`config.mk`:
```
export PLATFORM = sky130hd
export DESIGN_NAME = mp_adder_seq
export DESIGN_NICKNAME = d
export VERILOG_FILES = /design/src/rtl/mp_adder_pkg.sv /design/src/rtl/mp_adder_chunk.sv /design/src/rtl/mp_adder_seq.sv
export SDC_FILE = /design/constraint.sdc
export NUM_CORES = 2
export LEC_CHECK = 0
export CAP_MARGIN = 20
export CORE_AREA = 2 2 604 606
export CTS_BUF_LIST = sky130_fd_sc_hd__clkbuf_4
export DETAILED_ROUTE_END_ITERATION = 10
export DIE_AREA = 0 0 606 608
export SLEW_MARGIN = 20
export SYNTH_ARGS = -nofsm -noshare
export SYNTH_HDL_FRONTEND = slang
export SYNTH_HIERARCHICAL = 1
export SYNTH_SLANG_ARGS = --single-unit
```
`constraint.sdc`:
```
create_clock -name iClk -period 3.9 [get_ports iClk]
set_input_delay 0.39 -clock iClk [delete_from_list [all_inputs] [get_ports iClk]]
set_output_delay 0.39 -clock iClk [all_outputs]
set_load 0.02 [all_outputs]
```
`src/rtl/mp_adder_pkg.sv`:
```
// mp_adder_pkg
// Shared definitions for the sequential multi-precision adder:
//   - stateT      : FSM state encoding (IDLE, RUN, DONE)
//   - numChunks() : number of CHUNK_WIDTH slices in an ADDER_WIDTH operand
//   - idxWidth()  : bit width of the chunk index register
package mp_adder_pkg;

    typedef enum logic [1:0] {
        IDLE = 2'd0,
        RUN  = 2'd1,
        DONE = 2'd2
    } stateT;

    function automatic int numChunks(input int adderWidth, input int chunkWidth);
        return adderWidth / chunkWidth;
    endfunction

    // A single-chunk adder still needs a one-bit index register.
    function automatic int idxWidth(input int nChunks);
        return (nChunks > 1) ? $clog2(nChunks) : 1;
    endfunction

endpackage

```
`src/rtl/mp_adder_chunk.sv`:
```
// mp_adder_chunk
// Combinational CHUNK_WIDTH-bit adder slice with carry-in and carry-out.
// Ports:
//   a, b     : chunk operands (b already conditioned for subtraction)
//   carryIn  : carry into the slice
//   sum      : low CHUNK_WIDTH bits of a + b + carryIn
//   carryOut : carry out of the slice
module mp_adder_chunk #(
    parameter int CHUNK_WIDTH = 64
) (
    input  logic [CHUNK_WIDTH-1:0] a,
    input  logic [CHUNK_WIDTH-1:0] b,
    input  logic                   carryIn,
    output logic [CHUNK_WIDTH-1:0] sum,
    output logic                   carryOut
);

    always_comb begin
        {carryOut, sum} = {1'b0, a} + {1'b0, b} + {{CHUNK_WIDTH{1'b0}}, carryIn};
    end

endmodule

```
`src/rtl/mp_adder_seq.sv`:
```
// mp_adder_seq
// Sequential multi-precision adder/subtractor. Processes one CHUNK_WIDTH
// slice per clock, least significant slice first, rippling the carry
// through a register between cycles.
// Ports:
//   iClk      : clock, rising edge
//   iRst      : synchronous active-low reset
//   iStart    : start request, accepted only while oReady is high
//   oReady    : high in IDLE
//   iA, iB    : ADDER_WIDTH operands, sampled on acceptance only
//   iC        : carry-in (add) / borrow-in (subtract)
//   iSub      : 0 = A + B + C, 1 = A - B - C
//   oSum      : registered result
//   oCarryOut : registered final carry (subtract: 1 = no borrow)
//   oDone     : one-cycle pulse when oSum/oCarryOut are final
//   oBusy     : high in RUN and DONE
module mp_adder_seq
    import mp_adder_pkg::*;
#(
    parameter int ADDER_WIDTH = 512,
    parameter int CHUNK_WIDTH = 64
) (
    input  logic                   iClk,
    input  logic                   iRst,
    input  logic                   iStart,
    output logic                   oReady,
    input  logic [ADDER_WIDTH-1:0] iA,
    input  logic [ADDER_WIDTH-1:0] iB,
    input  logic                   iC,
    input  logic                   iSub,
    output logic [ADDER_WIDTH-1:0] oSum,
    output logic                   oCarryOut,
    output logic                   oDone,
    output logic                   oBusy
);

    localparam int NUM_CHUNKS = numChunks(ADDER_WIDTH, CHUNK_WIDTH);
    localparam int IDX_W      = idxWidth(NUM_CHUNKS);
    localparam int OFF_W      = (ADDER_WIDTH > 1) ? $clog2(ADDER_WIDTH) : 1;
    localparam logic [IDX_W-1:0] LAST_IDX = IDX_W'(NUM_CHUNKS - 1);

    if ((CHUNK_WIDTH <= 0) || (ADDER_WIDTH < CHUNK_WIDTH) ||
        (ADDER_WIDTH % CHUNK_WIDTH != 0)) begin : gWidthCheck
        $error("mp_adder_seq: ADDER_WIDTH must be a positive multiple of CHUNK_WIDTH");
    end

    stateT                  state;
    logic [IDX_W-1:0]       chunkIdx;
    logic                   carry;
    logic [ADDER_WIDTH-1:0] aReg;
    logic [ADDER_WIDTH-1:0] bReg;
    logic [CHUNK_WIDTH-1:0] chunkSum;
    logic                   chunkCarry;
    logic [OFF_W-1:0]       sumOff;

    // Operands are shifted down one chunk per RUN cycle, so the adder always
    // reads bit 0 upward and no wide operand mux sits in front of it.
    mp_adder_chunk #(
        .CHUNK_WIDTH(CHUNK_WIDTH)
    ) uChunk (
        .a        (aReg[CHUNK_WIDTH-1:0]),
        .b        (bReg[CHUNK_WIDTH-1:0]),
        .carryIn  (carry),
        .sum      (chunkSum),
        .carryOut (chunkCarry)
    );

    // Bit offset of the result chunk being written this cycle.
    always_comb begin
        sumOff = OFF_W'(chunkIdx) * OFF_W'(CHUNK_WIDTH);
    end

    always_ff @(posedge iClk) begin
        if (!iRst) begin
            state     <= IDLE;
            chunkIdx  <= '0;
            carry     <= 1'b0;
            aReg      <= '0;
            bReg      <= '0;
            oSum      <= '0;
            oCarryOut <= 1'b0;
            oDone     <= 1'b0;
            oBusy     <= 1'b0;
            oReady    <= 1'b1;
        end else begin
            oDone <= 1'b0;
            case (state)
                IDLE: begin
                    if (iStart) begin
                        // Subtraction as A + ~B + (1 ^ borrow): B is inverted
                        // at capture so the RUN path is the adder alone.
                        aReg     <= iA;
                        bReg     <= iSub ? ~iB : iB;
                        carry    <= iC ^ iSub;
                        chunkIdx <= '0;
                        state    <= RUN;
                        oReady   <= 1'b0;
                        oBusy    <= 1'b1;
                    end
                end
                RUN: begin
                    oSum[sumOff +: CHUNK_WIDTH] <= chunkSum;
                    carry <= chunkCarry;
                    aReg  <= aReg >> CHUNK_WIDTH;
                    bReg  <= bReg >> CHUNK_WIDTH;
                    if (chunkIdx == LAST_IDX) begin
                        chunkIdx  <= '0;
                        oCarryOut <= chunkCarry;
                        oDone     <= 1'b1;
                        state     <= DONE;
                    end else begin
                        chunkIdx <= chunkIdx + 1'b1;
                    end
                end
                DONE: begin
                    state  <= IDLE;
                    oBusy  <= 1'b0;
                    oReady <= 1'b1;
                end
                default: begin
                    state    <= IDLE;
                    chunkIdx <= '0;
                    oBusy    <= 1'b0;
                    oReady   <= 1'b1;
                end
            endcase
        end
    end

endmodule

```
==> impl_summary.txt <==
----------------------------------------------------
[Outcome]
  Outcome ... completed

[Die]
  Die X ... 606 um
  Count of standard-cell rows ... 221
  Placeable Area ... 0.362 mm2
  Die Area ... 0.368 mm2
  Effective utilization at floorplan ... 19.3%
  Ports ... 1545
  Die Y ... 608 um

[GRT]
  Overall track demand over capacity in global routing ... 21.8%
  Via count of the first global-routing pass ... 77700
  Wire length of the first global-routing pass ... 577000 um
  Pin count of the biggest net entering global routing ... 170
  Global-route congestion overflow total ... 0
  Antenna violations before repair ... 203

[Power and ir drop]
  Power Internal ... 29.5 mW
  Final Power ... 43.7 mW
  Part of the power in the clock network ... 35.8%
  Peak VDD IR ... 0.231 mV
  Lkg Pwr ... 44.8 nW
  Sequential fraction of design power ... 40.6%
  Portion of total power attributed to combinational logic ... 23.6%
  Power Density ... 374 mW/mm2
  Switching portion of total power ... 32.5%
  Total net switching power ... 14.2 mW

[Placed design]
  Port bufs ... 1544
  Worst-case setup slack after placement ... -561 ps
  Routability congestion estimate from global placement ... 0.987
  Detailed Place HPWL ... 307000 um

[Yosys]
  Main combinational cell family by area after synthesis ... compound AO/OA/AOI/OAI gates
  Adder and majority cell fraction of the synthesized area ... 1.31%
  Synthesis-stage register bit count ... 1546
  Proportion of synthesized flip-flops having asynchronous set or reset ... 0%
  Xor and xnor area share after synthesis ... 7.16%
  Sequential cell area fraction in the yosys report ... 44.2%
  Synthesis warning total ... 6
  Compound-gate portion of the synthesized area ... 22.3%
  Avg Inst Size Synth ... 8.68 um2
  Number of unique standard cell types used by synthesis ... 78
  Number of flops mapped to enable cells by yosys ... 0
  Post-synthesis instance area ... 0.0700 mm2
  Multiplexer share of the synthesized area ... 7.33%
  Share of synthesized cell area in and, or, nand and nor gates ... 11.8%
  Flip-flop cell with the highest count after synthesis ... dfxtp_1
  Cells after synthesis ... 8064
  Synthesized Nets ... 9165

[Hold path]
  Terminating pin of the worst hold path ... aReg[48]
  Worst Hold Path Cells ... 4
  Startpoint of the most critical hold path ... iA[48]
  Path type of the worst min-delay path ... in -> reg

[CTS]
  Total number of H-tree levels ... 5
  CTS Buf Count ... 430
  Clock-pin slew on the worst setup and hold paths ... 70 ps
  Clock latency of the later-clocked register in the worst-skew pair ... 1400 ps
  Deepest clock path buffer count ... 4
  Clock tree sinks ... 1546
  Clock tree from TritonCTS ... built
  Clk root buf ... clkbuf_4

[Detailed routing]
  Via count ... 78400
  DR DRC count ... 0
  First-iteration detailed-routing DRC count ... 7067
  Total detailed-routing wirelength ... 423000 um
  First-pass iteration count of the detailed router ... 7
  Average wire length per cell after detail routing ... 25.0 um
  Via count normalized by instance count ... 4.64
  Post-route antenna net violation count ... 0

[Worst setup path]
  Worst R2R Start ... aReg[0]
  Total stage count of the critical path ... 17
  Crit end category ... flip-flop
  Largest delay share family, worst path ... compound AO/OA/AOI/OAI gates
  Cells along the critical path ... fa_2 -> fa_2 -> a211oi_2 -> o21ai_2 -> o221ai_4 -> buf_6 -> a21oi_1 -> nor4_2 -> buf_4 -> o21ai_4 -> a21boi_2 -> o21ai_1 -> xor2_1 -> buf_4 -> nor2b_2 -> nand2_1 -> mux2i_1
  Largest driver fanout on the critical path ... 3
  Worst reg2reg path depth ... 17
  Critical path's slowest cell ... fa_2
  Endpoint of the worst-slack reg-to-reg timing path ... oSum[236]
  Reg-to-reg setup timing slack ... 190 ps
  Required time worst endpoint ... 5170 ps
  Crit path buf inv count ... 3
  Startpoint of the most critical setup path ... aReg[0]
  Crit start category ... flip-flop
  Arrival time at the worst endpoint ... 4980 ps
  Delay of the slowest cell on the worst path ... 400 ps
  Type of the setup path with the least slack ... reg -> reg

[Timing]
  Final Max Slew Viols ... 0
  # setup viols final ... 0
  Achievable Freq ... 270 MHz
  Number of hold-slack violations in the final timing report ... 0
  Post-route setup slack ... 195 ps
  Ratio of final minimum period to clock period ... 95.0%
  Hold WS ... 169 ps
  Max Clock Skew ... 197 ps
  Slew HR ... 28.7%
  Final period demand of the worst path ... 3710 ps
  Slew of the pin with the lowest slew margin ... 1070 ps

[Cells and area]
  Most common library cell in the layout ignoring fill and taps ... dlygate4sd3_1
  Commonest non-fill, non-tap cells in the layout ... 1963 x dlygate4sd3_1, 1545 x dfxtp_1, 1541 x clkdlybuf4s50_1
  Fraction of the core area covered by cells at the end of the flow ... 32.3%
  Layout cell share with drive strength beyond 1 ... 10.4%
  Layout overhead on the synthesized area ... 66.8%
  Net count, final ... 12700

[Job]
  Number of max-capacitance violations reported ... 0

----------------------------------------------------
## cell families (layout without fill, tap and decap cells)
kind of cell | count (synthesis) | count (layout)
buffers and inverters | 745 | 4624
other | 0 | 168
adders and majority gates | 72 | 72
DFF | 1546 | 1546
xor gates and xnor gates | 572 | 572
muxes | 512 | 512
AOI/OAI and AO/OA | 2602 | 2602
and+or+nand+nor | 2015 | 2015
## synthesized netlist by cell type, drive strengths merged, types with 11 or more instances
master / n / area [um2]
a211oi: 456 / 4130
a21o: 30 / 226
a21oi: 971 / 4860
a22oi: 128 / 961
and3: 11 / 70.1
buf: 484 / 3110
clkbuf: 237 / 907
dfxtp: 1546 / 30900
ha: 70 / 876
inv: 24 / 90.1
mux2i: 512 / 5120
nand2: 1254 / 4710
nand2b: 12 / 75.1
nand3: 18 / 90.1
nand4: 19 / 119
nor2: 486 / 1820
nor2b: 174 / 1090
nor3: 13 / 85.1
o21a: 14 / 105
o21ai: 937 / 4690
o21bai: 14 / 105
xnor2: 483 / 4230
xor2: 89 / 780
## what timing repair did
action	4_1_cts	5_1_grt
hold buffers	1963	0
resized for setup	18	19
endpoints found under the hold margin	1507	0
endpoints found under the setup margin	142	131
pin swaps	5	8
buffers inserted	3	1
## layout make-up
class                      instances  area, um2
antenna                          168        420
clock buffer                     660       4950
clock inverter                   110        634
fill                           36900     245000
inverter                          24       90.1
multi-input combinational       5773      35200
sequential                      1546      31000
tap                             4794       6000
timing repair buffer            3830      38400
## state kept, by name, summed over array words and instances (netlist names)
register / count
bReg: 512
oReady: 1
carry: 1
oCarryOut: 1
oDone: 1
chunkIdx: 3
state: 2
oBusy: 1
aReg: 512
oSum: 512
## how the worst max path moves through the flow
stage	slack, ps	to
finish	190	oSum[236]
global route	-5	oSum[250]
CTS	0.3	oSum[225]
detailed placement	-560	oSum[492]
global placement	-520	oSum[236]
floorplan	430	oSum[172]
## through the flow
| step | instances | setup TNS [ps] | area [um2] |
|---|---|---|---|
| 2_1_floorplan | 8064 | 0 | 70000 |
| 3_3_place_gp | 14000 | -26270 | 90800 |
| 3_5_place_dp | 14000 | -28620 | 90800 |
| 4_1_cts | 16700 | 0 | 116000 |
| 5_1_grt | 16900 | -8.92 | 117000 |
| 6_report | 16900 | 0 | 117000 |
## power by group through the flow
stage / Combinational (mW) / Clock [mW] / Sequential, mW
2_1_floorplan: 4.07 / 0 / 17.6
3_3_place_gp: 7.87 / 0 / 18.0
3_5_place_dp: 7.86 / 0 / 18.0
4_1_cts: 10.0 / 15.9 / 17.7
5_1_grt: 10.9 / 16.8 / 17.8
6_report: 10.3 / 15.6 / 17.7
## per-layer routing
metal / GRT usage, % / wire length (um) / vias to the layer above
met5: 0 / 138 / -
met4: 17.2 / 38000 / 20
met3: 4.49 / 30100 / 1346
met2: 36.3 / 198000 / 4100
met1: 24.1 / 157000 / 37500
li1: - / - / 35400
## tightest hold or removal path: stages
cell	delay, ps
dlygate4sd3_1	540
clkdlybuf4s50_1	440
nand2_1	70
a21oi_1	50
(Power assumes the default switching activity.)
